$ cat config.mk
export PLATFORM = sky130hd
export DESIGN_NAME = alu_exec_unit
export DESIGN_NICKNAME = d
export VERILOG_FILES = /design/src/rtl/alu_exec_unit.sv
export SDC_FILE = /design/constraint.sdc
export NUM_CORES = 1
export LEC_CHECK = 0
export CAP_MARGIN = 40
export CORE_MARGIN = 10
export CORE_UTILIZATION = 50
export DETAILED_ROUTE_END_ITERATION = 10
export PLACE_DENSITY = 0.73
export SLEW_MARGIN = 20
export SYNTH_ARGS = -nofsm -noshare
export SYNTH_HDL_FRONTEND = slang
export SYNTH_SLANG_ARGS = --single-unit
$ cat constraint.sdc
create_clock -name clk -period 4.2 [get_ports clk]
set_input_delay 0.42 -clock clk [delete_from_list [all_inputs] [get_ports clk]]
set_output_delay 0.42 -clock clk [all_outputs]
set_load 0.02 [all_outputs]
$ cat src/rtl/alu_exec_unit.sv
//------------------------------------------------------------------------------
// Module   : alu_exec_unit
// Brief    : Registered ALU execute stage, valid/ready handshakes, iterative MUL.
// Revision : 1.0  initial release
//------------------------------------------------------------------------------
`default_nettype none

module alu_exec_unit #(
  parameter int N = 32
) (
  input  logic         clk,
  input  logic         rst,
  input  logic         in_valid,
  output logic         in_ready,
  input  logic [3:0]   alu_sel,
  input  logic [N-1:0] a,
  input  logic [N-1:0] b,
  output logic         out_valid,
  input  logic         out_ready,
  output logic [N-1:0] result,
  output logic         zero,
  output logic         carry,
  output logic         overflow,
  output logic         illegal
);

  localparam int CW = $clog2(N);

  localparam logic [3:0]    c_sel_and = 4'd0;
  localparam logic [3:0]    c_sel_or  = 4'd1;
  localparam logic [3:0]    c_sel_add = 4'd2;
  localparam logic [3:0]    c_sel_sub = 4'd6;
  localparam logic [3:0]    c_sel_slt = 4'd7;
  localparam logic [3:0]    c_sel_mul = 4'd8;
  localparam logic [CW-1:0] c_mul_last = CW'(N - 1);
  localparam logic [CW-1:0] c_cnt_one  = CW'(1);

  typedef enum logic [1:0] {
    S_IDLE = 2'd0,
    S_MUL  = 2'd1,
    S_DONE = 2'd2
  } state_t;

  state_t        r_state;
  state_t        w_state_next;

  logic [N-1:0]  r_result;
  logic          r_zero;
  logic          r_carry;
  logic          r_overflow;
  logic          r_illegal;

  logic [N-1:0]  r_mcand;
  logic [N-1:0]  r_mplier;
  logic [N-1:0]  r_acc;
  logic [CW-1:0] r_cnt;

  logic          w_is_sub;
  logic [N-1:0]  w_b_eff;
  logic [N:0]    w_sum;
  logic          w_slt;
  logic [N-1:0]  w_res;
  logic          w_carry;
  logic          w_ovf;
  logic          w_ill;
  logic [N-1:0]  w_acc_next;
  logic          w_mul_last;

  // SUB shares the adder as a + ~b + 1 so carry is the no-borrow bit
  assign w_is_sub = (alu_sel == c_sel_sub);
  assign w_b_eff  = w_is_sub ? ~b : b;
  assign w_sum    = {1'b0, a} + {1'b0, w_b_eff} + {{N{1'b0}}, w_is_sub};
  assign w_slt    = ($signed(a) < $signed(b));

  always_comb begin
    w_res   = '0;
    w_carry = 1'b0;
    w_ovf   = 1'b0;
    w_ill   = 1'b0;
    case (alu_sel)
      c_sel_and: w_res = a & b;
      c_sel_or:  w_res = a | b;
      c_sel_add: begin
        w_res   = w_sum[N-1:0];
        w_carry = w_sum[N];
        w_ovf   = (a[N-1] == b[N-1]) && (w_sum[N-1] != a[N-1]);
      end
      c_sel_sub: begin
        w_res   = w_sum[N-1:0];
        w_carry = w_sum[N];
        w_ovf   = (a[N-1] != b[N-1]) && (w_sum[N-1] != a[N-1]);
      end
      c_sel_slt: w_res = {{(N-1){1'b0}}, w_slt};
      c_sel_mul: w_res = '0;
      default:   w_ill = 1'b1;
    endcase
  end

  assign w_acc_next = r_mplier[0] ? (r_acc + r_mcand) : r_acc;
  assign w_mul_last = (r_cnt == c_mul_last);

  always_ff @(posedge clk) begin
    if (rst) begin
      r_state <= S_IDLE;
    end else begin
      r_state <= w_state_next;
    end
  end

  always_comb begin
    w_state_next = r_state;
    case (r_state)
      S_IDLE: begin
        if (in_valid) begin
          w_state_next = (alu_sel == c_sel_mul) ? S_MUL : S_DONE;
        end
      end
      S_MUL: begin
        if (w_mul_last) begin
          w_state_next = S_DONE;
        end
      end
      S_DONE: begin
        if (out_ready) begin
          w_state_next = S_IDLE;
        end
      end
      default: w_state_next = S_IDLE;
    endcase
  end

  always_ff @(posedge clk) begin
    if (rst) begin
      r_result   <= '0;
      r_zero     <= 1'b0;
      r_carry    <= 1'b0;
      r_overflow <= 1'b0;
      r_illegal  <= 1'b0;
      r_mcand    <= '0;
      r_mplier   <= '0;
      r_acc      <= '0;
      r_cnt      <= '0;
    end else begin
      case (r_state)
        S_IDLE: begin
          if (in_valid) begin
            if (alu_sel == c_sel_mul) begin
              r_mcand  <= a;
              r_mplier <= b;
              r_acc    <= '0;
              r_cnt    <= '0;
            end else begin
              r_result   <= w_res;
              r_zero     <= (w_res == '0);
              r_carry    <= w_carry;
              r_overflow <= w_ovf;
              r_illegal  <= w_ill;
            end
          end
        end
        S_MUL: begin
          r_acc    <= w_acc_next;
          r_mcand  <= {r_mcand[N-2:0], 1'b0};
          r_mplier <= {1'b0, r_mplier[N-1:1]};
          r_cnt    <= r_cnt + c_cnt_one;
          // Final iteration writes the product straight into the output register
          if (w_mul_last) begin
            r_result   <= w_acc_next;
            r_zero     <= (w_acc_next == '0);
            r_carry    <= 1'b0;
            r_overflow <= 1'b0;
            r_illegal  <= 1'b0;
          end
        end
        default: ;
      endcase
    end
  end

  assign in_ready  = (r_state == S_IDLE);
  assign out_valid = (r_state == S_DONE);
  assign result    = r_result;
  assign zero      = r_zero;
  assign carry     = r_carry;
  assign overflow  = r_overflow;
  assign illegal   = r_illegal;

endmodule

`default_nettype wire

# After elaboration in Yosys (flattened, before gate mapping)
# Index checks and enable logic that the tools add are counted.
# word_totals
regBits,139
mem_bits_rw,0
out_inout_bits,38
rom_bits,0
in_bits,72
mem_count,0
word_cells,87
latch_bits,0
# op_classes
n_eq_ne,16
bitwise,3
n_reduce_logical,12
mux,41
n_lt_le_gt_ge,1
multipliers,0
shifts,0
addsub,4
div,0
# op_table
op,count
2-to-1 mux 32 bit,11
one-hot mux 32 bit (2 select lines),4
one-hot mux 32 bit (4 select lines),1
logical NOT 32 bit,2
adder 32 x 32 -> 33 bit,1
adder 33 x 1 -> 33 bit,1
adder 32 bit,1
bitwise AND 32 bit,1
less-than comparator 32 bit,1
NOT 32 bit,1
OR 32 bit,1
2-to-1 mux 1 bit,12
2-to-1 mux 5 bit,2
one-hot mux 1 bit (2 select lines),5
one-hot mux 5 bit (2 select lines),1
"== test 4 x 3 -> 1 bit, second input constant",2
2-to-1 mux 2 bit,4
"inequality test 2 bit, second input constant",3
one-hot mux 2 bit (3 select lines),1
AND reduction 3 bit,2
"adder 5 x 1 -> 5 bit, second input constant",1
"== test 5 bit, second input constant",1
OR reduction 5 bit,1
"== test 4 x 1 -> 1 bit, second input constant",1
13 further kinds,16

# Longest topological paths before layout
# Gate-level depths: netlist (run 1).
# depth
word_depth,10
mapped_depth,18
ltp_nobuf,15

# Worst setup path before layout (run 1)
# Ideal clock, no wire load.
# synth_path
kind,input to register
start,in alu_sel[1]
end,"reg r_zero, in the netlist zero"
setup_ns,0.087
required_ns,4.113
n_path_buf,4
path_stages,18
arrival_ns,3.924
path_slack_ns,0.189
cell_sequence,buf_2 -> nand4bb_1 -> buf_2 -> buf_1 -> xnor2_1 -> ha_1 -> clkbuf_1 -> a21oi_2 -> nor2_1 -> o311ai_1 -> a41o_1 -> o31ai_4 -> a21o_1 -> a211o_1 -> a32o_1 -> nor4_1 -> nand3_1 -> o31ai_1
# synth_via
elab_chain_len,9
elab_cells_between_ends,17
cone_classes,2 x add/sub; 6 x eq/ne; 5 x mux; 4 x reduce/logical
# synth_lines
element,line,text
start: declaration,15,"input logic [3:0] alu_sel,"
== test 4 x 3 -> 1 bit,"70, 80",
2-to-1 mux 32 bit,71,assign w_b_eff = w_is_sub ? ~b : b;
adder 32 x 32 -> 33 bit,72,"assign w_sum = {1'b0, a} + {1'b0, w_b_eff} + {{N{1'b0}}, w_is_sub};"
adder 33 x 1 -> 33 bit,72,
one-hot mux 32 bit (4 select lines),80,case (alu_sel)
logical NOT 32 bit,154,r_zero <= (w_res == '0);
2-to-1 mux 1 bit,147,if (alu_sel == c_sel_mul) begin
2-to-1 mux 1 bit,146,if (in_valid) begin
one-hot mux 1 bit (2 select lines),144,case (r_state)
end signal: assignment,154,
end signal: assignment,169,r_zero <= (w_acc_next == '0);
end: declaration,48,logic r_zero;
# Several ways; a longest one is shown, not always the timed one. The select of a mux whose other input is x is not followed.
# A chain may end at the register's enable or synchronous reset.

# Worst setup path in the final report (run 1)
# layout_path
start,reg r_mcand[0]
end,"reg r_zero, in the netlist zero"
# layout_via
elab_chain_len,5
# layout_lines
element,line,text
start: declaration,53,logic [N-1:0] r_mcand;
start signal: assignment,163,"r_mcand <= {r_mcand[N-2:0], 1'b0};"
adder 32 bit,99,assign w_acc_next = r_mplier[0] ? (r_acc + r_mcand) : r_acc;
2-to-1 mux 32 bit,99,
logical NOT 32 bit,169,
2-to-1 mux 1 bit,167,if (w_mul_last) begin
one-hot mux 1 bit (2 select lines),144,
# Every way passes these cells. The select of a mux whose other input is x is not followed.

==> results of run 1 <==
how the worst min path moves through the flow:
stage                    from   endpoint  slack (ps)
finish                illegal    illegal         460
detailed placement    illegal    illegal         450
global placement    result[2]  result[2]         440
global route          illegal    illegal         480
floorplan           r_acc[11]  r_acc[11]         450
CTS                   illegal    illegal         460
what timing repair did:
action	4_1_cts	5_1_grt
setup endpoints to repair	0	7
buffers inserted	0	0
gates resized for setup	0	4
worst reg2reg max path: stages, from the launching register on:
cell and delay (ps):
dfxtp_1 340, ha_1 260, fa_1 440, a211oi_1 330, o21a_2 230, a21oi_1 100, o41ai_1 420, mux2i_1 160
or4_1 490, nor4_1 400, nand4b_1 250, nor4_4 350, a21oi_1 80, o31ai_1 70
routing by layer:
metal / vias up / global-route usage, % / part of all wire, %
met1: 6280 / 34.5 / 47
met3: 42 / 3.27 / 6.4
met5: - / 0 / 0
met4: 0 / 6.42 / 1.8
met2: 475 / 39.5 / 45
li1: 6509 / - / -
synth_stat cells, drive strengths merged, types with 6 or more instances:
library cell    n  area share [%]
a22oi          20             1.2
nor4b           6            0.41
o21ai          65             2.6
xnor2          50             3.4
mux2i          25             2.0
o22ai          21             1.0
nand4          20            0.98
nand2b         13            0.64
nor2          186             5.5
a21boi          9            0.53
clkbuf         88             2.6
a21o           21             1.2
a21oi         124             5.0
xor2           19             1.3
and3            9            0.44
or2             6            0.29
a211oi         21             1.2
dfxtp         139              22
a211o           9            0.64
nor4           13            0.68
ha            168              16
o21bai          7            0.41
or3            13            0.68
o211ai         12            0.70
nand2         253             7.4
o211a           7            0.55
buf            18            0.64
nor2b          23             1.1
inv           110             3.2
a311oi         64             4.4
o31ai           7            0.52
a221oi         18             1.2
a31oi          17            0.83
o21a           11            0.66
o2111ai         9            0.62
nand3          30             1.2
nor3           25            0.98
cell type report:
cell class                      instances  area (µm²)  area share (%)
Timing Repair Buffer                  243        2150            13.8
Inverter                              110         413            2.65
Tap cell                              330         413            2.65
Sequential cell                       139        2780            17.9
Clock buffer                           19         443            2.84
Clock inverter                         13         154           0.987
Multi-Input combinational cell       1370        9230            59.2
metrics by stage:
stage / area, µm² / instances / hold WS, ps / setup slack (ps)
2_1_floorplan: 12800 / 1725 / 448 / 189
3_3_place_gp: 14900 / 2191 / 438 / -316
3_5_place_dp: 14900 / 2191 / 450 / -272
4_1_cts: 15500 / 2223 / 461 / 157
5_1_grt: 15600 / 2224 / 485 / 11.1
6_report: 15600 / 2224 / 462 / 190
power by group:
part | leakage (µW) | switching (µW) | internal, µW
logic | 0.00515 | 607 | 493
clock network | 0.000291 | 693 | 908
registers | 0.00112 | 34.0 | 1350
total | 0.00657 | 1330 | 2750
sequential cells by signal, indices dropped and copies added, names as in the netlist:
name,cells
result,32
r_state,2
r_mplier,32
illegal,1
overflow,1
carry,1
zero,1
r_mcand,32
r_cnt,5
r_acc,32
kinds of logic (layout without fill, tap and decap cells):
kind of cell / count (synthesis) / in the layout
and+or+nand+nor: 624 / 624
AOI/OAI and AO/OA: 479 / 479
buffers and inverters: 216 / 385
adders and majority gates: 170 / 170
DFF: 139 / 139
xor gates and xnor gates: 69 / 69
muxes: 28 / 28
==> reports/results.tsv, run 1 <==
metric	value	unit
nets	2123	
largest net degree at the start of global routing	129	
Fill cells	2307	
worst reg-to-reg path cell count	13	
Syn Nets	1967	
Starting DRT DRC Count	1126	
Leakage	0.00657	µW
commonest non-fill, non-tap cell in the layout	nand2_1	
adder-cell area share of the yosys netlist	16.7	%
DR pass1 iterations	5	
slowest stage delay, CP	490	ps
post-synthesis compound-gate area fraction	26.0	%
R2R setup slack	190	ps
hold_buf cts	0	
max_slew headroom	42.2	%
MaxCap Viol Count	0	
minimum clock period	4010	ps
post-synthesis to final-layout area growth	21.9	%
number of synthesized register bits	139	
Post-synth EDFFs	0	
die area	32400	µm²
post-DR wirelength/cell	19.1	µm
WP depth	13	
Hold Path Class	reg2reg	
Total GRT Usage	24.8	%
post-layout util	61.9	%
Hold Fails Final Rpt	0	
CP top delay family	simple AND/OR/NAND/NOR gates	
chip height	180	µm
slew of the pin with the lowest slew margin	866	ps
H-tree depth	4	
mux cell area share after synthesis	2.22	%
total negative slack	0	ps
critical path launch point	r_mcand[0]	
crit-path max FO	4	
arrival time at the worst endpoint	4350	ps
reg-to-reg startpoint	r_mcand[0]	
die width	180	µm
antenna cells	0	
row count	58	
most used cell, CP	a21oi_1	
clk sink count	139	
first-pass GRT wire length	67000	µm
TritonCTS clock tree	done	
Core ar.	25200	µm²
DRC violations left	0	
CTS Buf Count	17	
setup violators final	0	
Overflow after GRT	0	
cell count after synthesis	1725	
Peak VDD IR	0.197	mV
Worst setup SP type	flop	
main combinational cell family by area after synthesis	compound AO/OA/AOI/OAI gates	
simple-gate share of the synthesized area	22.1	%
CTS root buffer	clkbuf_16	
WS Path Type	reg2reg	
Initial Util	50.8	%
I/O pins	110	
YS warnings	0	
fmax	249	MHz
RSZ-0062 raised after global routing	false	
commonest non-fill, non-tap cells in the layout	nand2_1, nor2_1, ha_1	
initial antenna violation count	0	
vias in the first global route	12500	
Clock Path Buffers	2	
CP Capture Type	flop	
main flop type after synthesis	dfxtp_1	
Syn Std Cell Area	12800	µm²
Slew Viols, Final	0	
dpl hpwl	32400	µm
Min-Delay Path Depth	2	
power per cell area	262	nW/µm²
XOR/XNOR Fraction of Synth Area	4.73	%
synthesized area per cell	7.41	µm²
Worst-Skew Late Latency	430	ps
GP Congestion	0.942	
Routed Antenna Nets	0	
critical-path cell list	ha_1 > fa_1 > a211oi_1 > o21a_2 > a21oi_1 > o41ai_1 > mux2i_1 > or4_1 > nor4_1 > nand4b_1 > nor4_4 > a21oi_1 > o31ai_1	
total power draw	4090	µW
PortBufs	109	
sequential-to-total area share from yosys stat	21.8	%
R2R Path End	zero	
Critical Path Sink	zero	
Tcrit/Tclk final	95.5	%
Vias	13300	
Netlist cell types	87	
layout cells sized above 1	10.9	%
Setup Skew	15.5	ps
Vias per Instance	5.98	
drt total wl	42400	µm
outcome	completed	
Max stage delay cell, worst path	or4_1	
Clk pin slew, worst setup/hold paths	60	ps
Crit path buffers/inverters	0	
CP required	4540	ps
ys async rst share	0	%
Power figures use the tool's default switching activity.
==> run 2: changes to the inputs <==
--- a/config.mk
+++ b/config.mk
@@ -5,11 +5,14 @@
 export SDC_FILE = /design/constraint.sdc
 export NUM_CORES = 1
 export LEC_CHECK = 0
+export ABC_AREA = 0
 export CAP_MARGIN = 40
 export CORE_MARGIN = 10
 export CORE_UTILIZATION = 50
 export DETAILED_ROUTE_END_ITERATION = 10
 export PLACE_DENSITY = 0.73
+export SETUP_SLACK_MARGIN = 0.3
+export SKIP_CTS_REPAIR_TIMING = 1
 export SLEW_MARGIN = 20
 export SYNTH_ARGS = -nofsm -noshare
 export SYNTH_HDL_FRONTEND = slang
==> run 2 against run 1 <==
  * Die area unchanged
  * Global-route usage decreased by 0.34 points
  * Setup slack improved by 200 ps
  * Cell area increased by 0.39%
  * Wire length decreased by 0.17%
  * Sequential share of layout area decreased by 0.069 points
  * Cell count decreased by 0.27%
  * Clock power decreased by 8%
  * Register-to-register slack improved by 200 ps
  * Critical endpoint unchanged
==> reports/results.tsv, run 2 (synthesis gave the netlist of run 1 again) <==
metric	value	unit	change
Vias per Instance	5.96		-0.38%
largest net degree at the start of global routing	129		unchanged
CP required	4540	ps	about the same
I/O pins	110		unchanged
minimum clock period	3810	ps	-196 ps
Hold Path Class	reg2reg		
post-DR wirelength/cell	19.1	µm	+0.10%
Initial Util	50.8	%	unchanged
setup violators final	0		unchanged
die width	180	µm	unchanged
Worst setup SP type	flop		
fmax	262	MHz	+5.1%
crit-path max FO	7		+3
Clock Path Buffers	2		unchanged
commonest non-fill, non-tap cell in the layout	nand2_1		
post-synthesis to final-layout area growth	22.3	%	
Total GRT Usage	24.5	%	-0.34 points
arrival time at the worst endpoint	4150	ps	-200 ps
Leakage	0.00659	µW	+0.28%
first-pass GRT wire length	66400	µm	-0.92%
WS Path Type	reg2reg		
Starting DRT DRC Count	1225		+8.8%
die area	32400	µm²	unchanged
power per cell area	254	nW/µm²	-3.1%
RSZ-0062 raised after global routing	false		
MaxCap Viol Count	0		unchanged
antenna cells	0		unchanged
Vias	13200		-0.65%
initial antenna violation count	0		unchanged
slew of the pin with the lowest slew margin	836	ps	-29.9 ps
CTS root buffer	clkbuf_16		
Routed Antenna Nets	0		unchanged
TritonCTS clock tree	done		
GP Congestion	0.964		+2.4%
Tcrit/Tclk final	90.8	%	-4.7 points
dpl hpwl	32300	µm	-0.23%
PortBufs	109		unchanged
DRC violations left	0		unchanged
max_slew headroom	44.3	%	+2.1 points
Worst-Skew Late Latency	430	ps	about the same
layout cells sized above 1	11.6	%	+0.67 points
Fill cells	2357		+2.2%
Setup Skew	14.0	ps	-1.45 ps
nets	2117		-0.28%
H-tree depth	4		unchanged
Clk pin slew, worst setup/hold paths	70	ps	about the same
chip height	180	µm	unchanged
total negative slack	0	ps	unchanged
Post-DP Area	14900	µm²	-0.44%
commonest non-fill, non-tap cells in the layout	nand2_1, nor2_1, ha_1		
outcome	completed		
Slew Viols, Final	0		unchanged
row count	58		unchanged
CP Capture Type	flop		
vias in the first global route	12200		-2.4%
Peak VDD IR	0.234	mV	+19%
Core ar.	25200	µm²	unchanged
CTS Buf Count	17		unchanged
Final Cell Area	15600	µm²	+0.39%
drt total wl	42300	µm	-0.17%
Overflow after GRT	0		unchanged
clk sink count	139		unchanged
DR pass1 iterations	5		unchanged
Hold Fails Final Rpt	0		unchanged
run 2: cell types whose count changed in the layout (fill, tap and decap cells not counted), sizes merged:
cell	before	now
clkinvlp	1	3
clkbuf	19	18
clkinv	4	2
dlymetal6s2s	0	3
bufinv	2	0
inv	116	119
clkdlybuf4s50	107	104
buf	136	130
run 2: routing by layer:
| layer | vias up | GRT usage [%] | part of all wire, % |
|---|---|---|---|
| li1 | 6496 | - | - |
| met1 | 6252 | 34.9 | 47 |
| met2 | 424 | 37.9 | 45 |
| met3 | 48 | 2.61 | 5.5 |
| met4 | 0 | 7.21 | 2.3 |
| met5 | - | 0 | 0 |
run 2: final cells by class:
class | instances | area [µm²] | area share [%]
inverter | 110 | 413 | 2.64
timing repair buffer | 237 | 2130 | 13.6
clock inverter | 14 | 126 | 0.808
multi-input combinational | 1370 | 9360 | 59.8
clock buffer | 18 | 429 | 2.74
sequential | 139 | 2780 | 17.8
tap | 330 | 413 | 2.64
run 2: through the flow:
stage / setup WS [ps] / instances / util [%] / total power (µW) / hold WS, ps
2_1_floorplan: 412 / 1725 / - / 2030 / 448
3_3_place_gp: -214 / 2178 / 59.0 / 2470 / 441
3_5_place_dp: -311 / 2179 / 59.1 / 2480 / 450
4_1_cts: 8.99 / 2211 / 61.3 / 3960 / 461
5_1_grt: 287 / 2218 / 62.1 / 4160 / 476
6_report: 386 / 2218 / 62.1 / 3980 / 458
run 2: power breakdown:
| group | switching, µW | total [µW] | internal, µW |
|---|---|---|---|
| Clock | 696 | 1480 | 781 |
| Sequential | 32.9 | 1390 | 1350 |
| Combinational | 617 | 1110 | 495 |
| Total | 1350 | 3980 | 2630 |
run 2: final timing paths:
kind	from	end	slack (ps)	depth (start not counted)
worst max-delay path	r_mcand[2]	zero	390	12
worst min-delay path	result[2]	result[2]	460	2
worst max register to register	r_mcand[2]	zero	390	12
worst min register to register	result[2]	result[2]	460	2
run 2: worst max-delay path: stages, from the launching register on:
cell and delay, ps:
dfxtp_1 340, ha_1 450, nand3_2 150, a21o_1 240, a2111o_1 510, a21oi_2 200, o311ai_1 200, or4_1 570
nor4_2 350, nand4b_1 210, nor4_4 340, a21oi_1 80, o31ai_1 70
==> run 3: changes to the inputs <==
--- a/config.mk
+++ b/config.mk
@@ -9,6 +9,7 @@
 export CAP_MARGIN = 40
 export CORE_MARGIN = 10
 export CORE_UTILIZATION = 50
+export CTS_BUF_LIST = sky130_fd_sc_hd__clkbuf_16
 export DETAILED_ROUTE_END_ITERATION = 10
 export PLACE_DENSITY = 0.73
 export SETUP_SLACK_MARGIN = 0.3
==> run 3 against run 2 <==
  * Register-to-register slack about the same
  * Clock skew about the same
  * Highest routed layer unchanged
  * Clock-buffer cell count decreased by 1
  * Hold slack about the same
  * Critical path depth unchanged
  * Critical path type unchanged
  * Die area unchanged
  * Fmax about the same
  * Cell area unchanged
  * Critical endpoint unchanged
  * Largest power group unchanged
==> reports/results.tsv, run 3 (synthesis gave the netlist of run 1 again) <==
metric	value	unit	change
outcome	completed		
MaxCap Viol Count	0		unchanged
total power draw	3970	µW	about the same
GP Congestion	0.964		unchanged
Overflow after GRT	0		unchanged
PortBufs	109		unchanged
die width	180	µm	unchanged
initial antenna violation count	0		unchanged
# placed instances	2179		unchanged
first-pass GRT wire length	66400	µm	unchanged
row count	58		unchanged
Setup Skew	14.4	ps	+0.370 ps
pre-CTS WS	-311	ps	unchanged
clk sink count	139		unchanged
setup violators final	0		unchanged
total negative slack	0	ps	unchanged
power per cell area	254	nW/µm²	about the same
DR pass1 iterations	6		+1
Post-DP Area	14900	µm²	unchanged
Max stage delay cell, worst path	or4_1		
die area	32400	µm²	unchanged
minimum clock period	3810	ps	+0.251 ps
critical-path cell list	ha_1 > nand3_2 > a21o_1 > a2111o_1 > a21oi_2 > o311ai_1 > or4_1 > nor4_2 > nand4b_1 > nor4_4 > a21oi_1 > o31ai_1		
CTS Buf Count	17		unchanged
R2R setup slack	390	ps	about the same
Peak VDD IR	0.234	mV	about the same
Critical Path Sink	zero		
Core ar.	25200	µm²	unchanged
Starting DRT DRC Count	1228		+0.24%
chip height	180	µm	unchanged
Leakage	0.00659	µW	about the same
drt total wl	42300	µm	about the same
nets	2117		unchanged
Worst-Skew Late Latency	430	ps	about the same
WS Path Type	reg2reg		
Tcrit/Tclk final	90.8	%	about the same
worst reg-to-reg path cell count	12		unchanged
vias in the first global route	12200		unchanged
Hold Fails Final Rpt	0		unchanged
slowest stage delay, CP	570	ps	about the same
Slew Viols, Final	0		unchanged
CTS root buffer	clkbuf_16		
post-synthesis to final-layout area growth	22.3	%	unchanged
fin cells	2218		unchanged
largest net degree at the start of global routing	129		unchanged
post-DR wirelength/cell	19.1	µm	about the same
CP required	4530	ps	about the same
CP Capture Type	flop		
fmax	262	MHz	about the same
I/O pins	110		unchanged
Initial Util	50.8	%	unchanged
PnR worst setup slack	386	ps	-0.251 ps
crit-path max FO	7		unchanged
TritonCTS clock tree	done		
arrival time at the worst endpoint	4150	ps	about the same
max_slew headroom	44.1	%	-0.19 points
antenna cells	0		unchanged
DRC violations left	0		unchanged
Final Cell Area	15600	µm²	unchanged
Clk pin slew, worst setup/hold paths	70	ps	about the same
Routed Antenna Nets	0		unchanged
CP top delay family	simple AND/OR/NAND/NOR gates		
Vias per Instance	5.95		-0.11%
Worst setup SP type	flop		
layout cells sized above 1	11.6	%	unchanged
dpl hpwl	32300	µm	unchanged
Clock Path Buffers	2		unchanged
R2R Path End	zero		
RSZ-0062 raised after global routing	false		
Total GRT Usage	24.5	%	unchanged
WP depth	12		unchanged
reg-to-reg startpoint	r_mcand[2]		
Crit path buffers/inverters	0		unchanged
commonest non-fill, non-tap cell in the layout	nand2_1		
Vias	13200		-0.11%
Hold Path Class	reg2reg		
H-tree depth	4		unchanged
critical path launch point	r_mcand[2]		
slew of the pin with the lowest slew margin	839	ps	+2.79 ps
commonest non-fill, non-tap cells in the layout	nand2_1, nor2_1, ha_1		
-- run 3: changes by cell type in the layout (fill, tap and decap cells not counted), sizes merged --
| cell | change |
|---|---|
| clkbuf | -1 |
| inv | +1 |
-- run 3: worst min path at each step --
stage	start	endpoint	slack, ps	cells past startpoint
after floorplan	r_acc[11]	r_acc[11]	450	2
after global placement	result[2]	result[2]	440	2
after detailed placement	result[2]	result[2]	450	2
after CTS	result[2]	result[2]	460	2
after global routing	result[2]	result[2]	480	2
final	result[2]	result[2]	460	2
-- run 3: final cells by class --
cell class                      instances  area (µm²)
Clock buffer                           17         425
Sequential cell                       139        2780
Multi-Input combinational cell       1370        9360
Tap cell                              330         413
Clock inverter                         15         130
Timing Repair Buffer                  237        2130
Fill cell                            2357        9540
Inverter                              110         413
-- run 3: report_power, final --
group	total (µW)	leakage [µW]	switching (µW)	internal [µW]
Sequential	1390	0.00112	32.9	1350
Clock	1470	0.000269	695	779
Combinational	1110	0.00520	618	495
-- run 3: routing by layer --
layer  track usage [%]  wire length, µm  vias to the layer above
met3              2.61             2330                       48
met5                 0                0                        -
met4              7.21              960                        0
met2              37.9            18900                      425
li1                  -                -                     6496
met1              34.9            20100                     6236
-- run 3: tightest hold or removal path, cell delays in order, from the launching register on --
cell and delay [ps]:
dfxtp_1 310, nand2_1 50, a21oi_1 50
-- run 3: stage by stage --
stage,hold WS (ps),util [%]
after detailed placement,450,59.1
after floorplan,448,-
after CTS,461,61.3
after global placement,441,59.0
after global routing,476,62.1
final,458,62.1
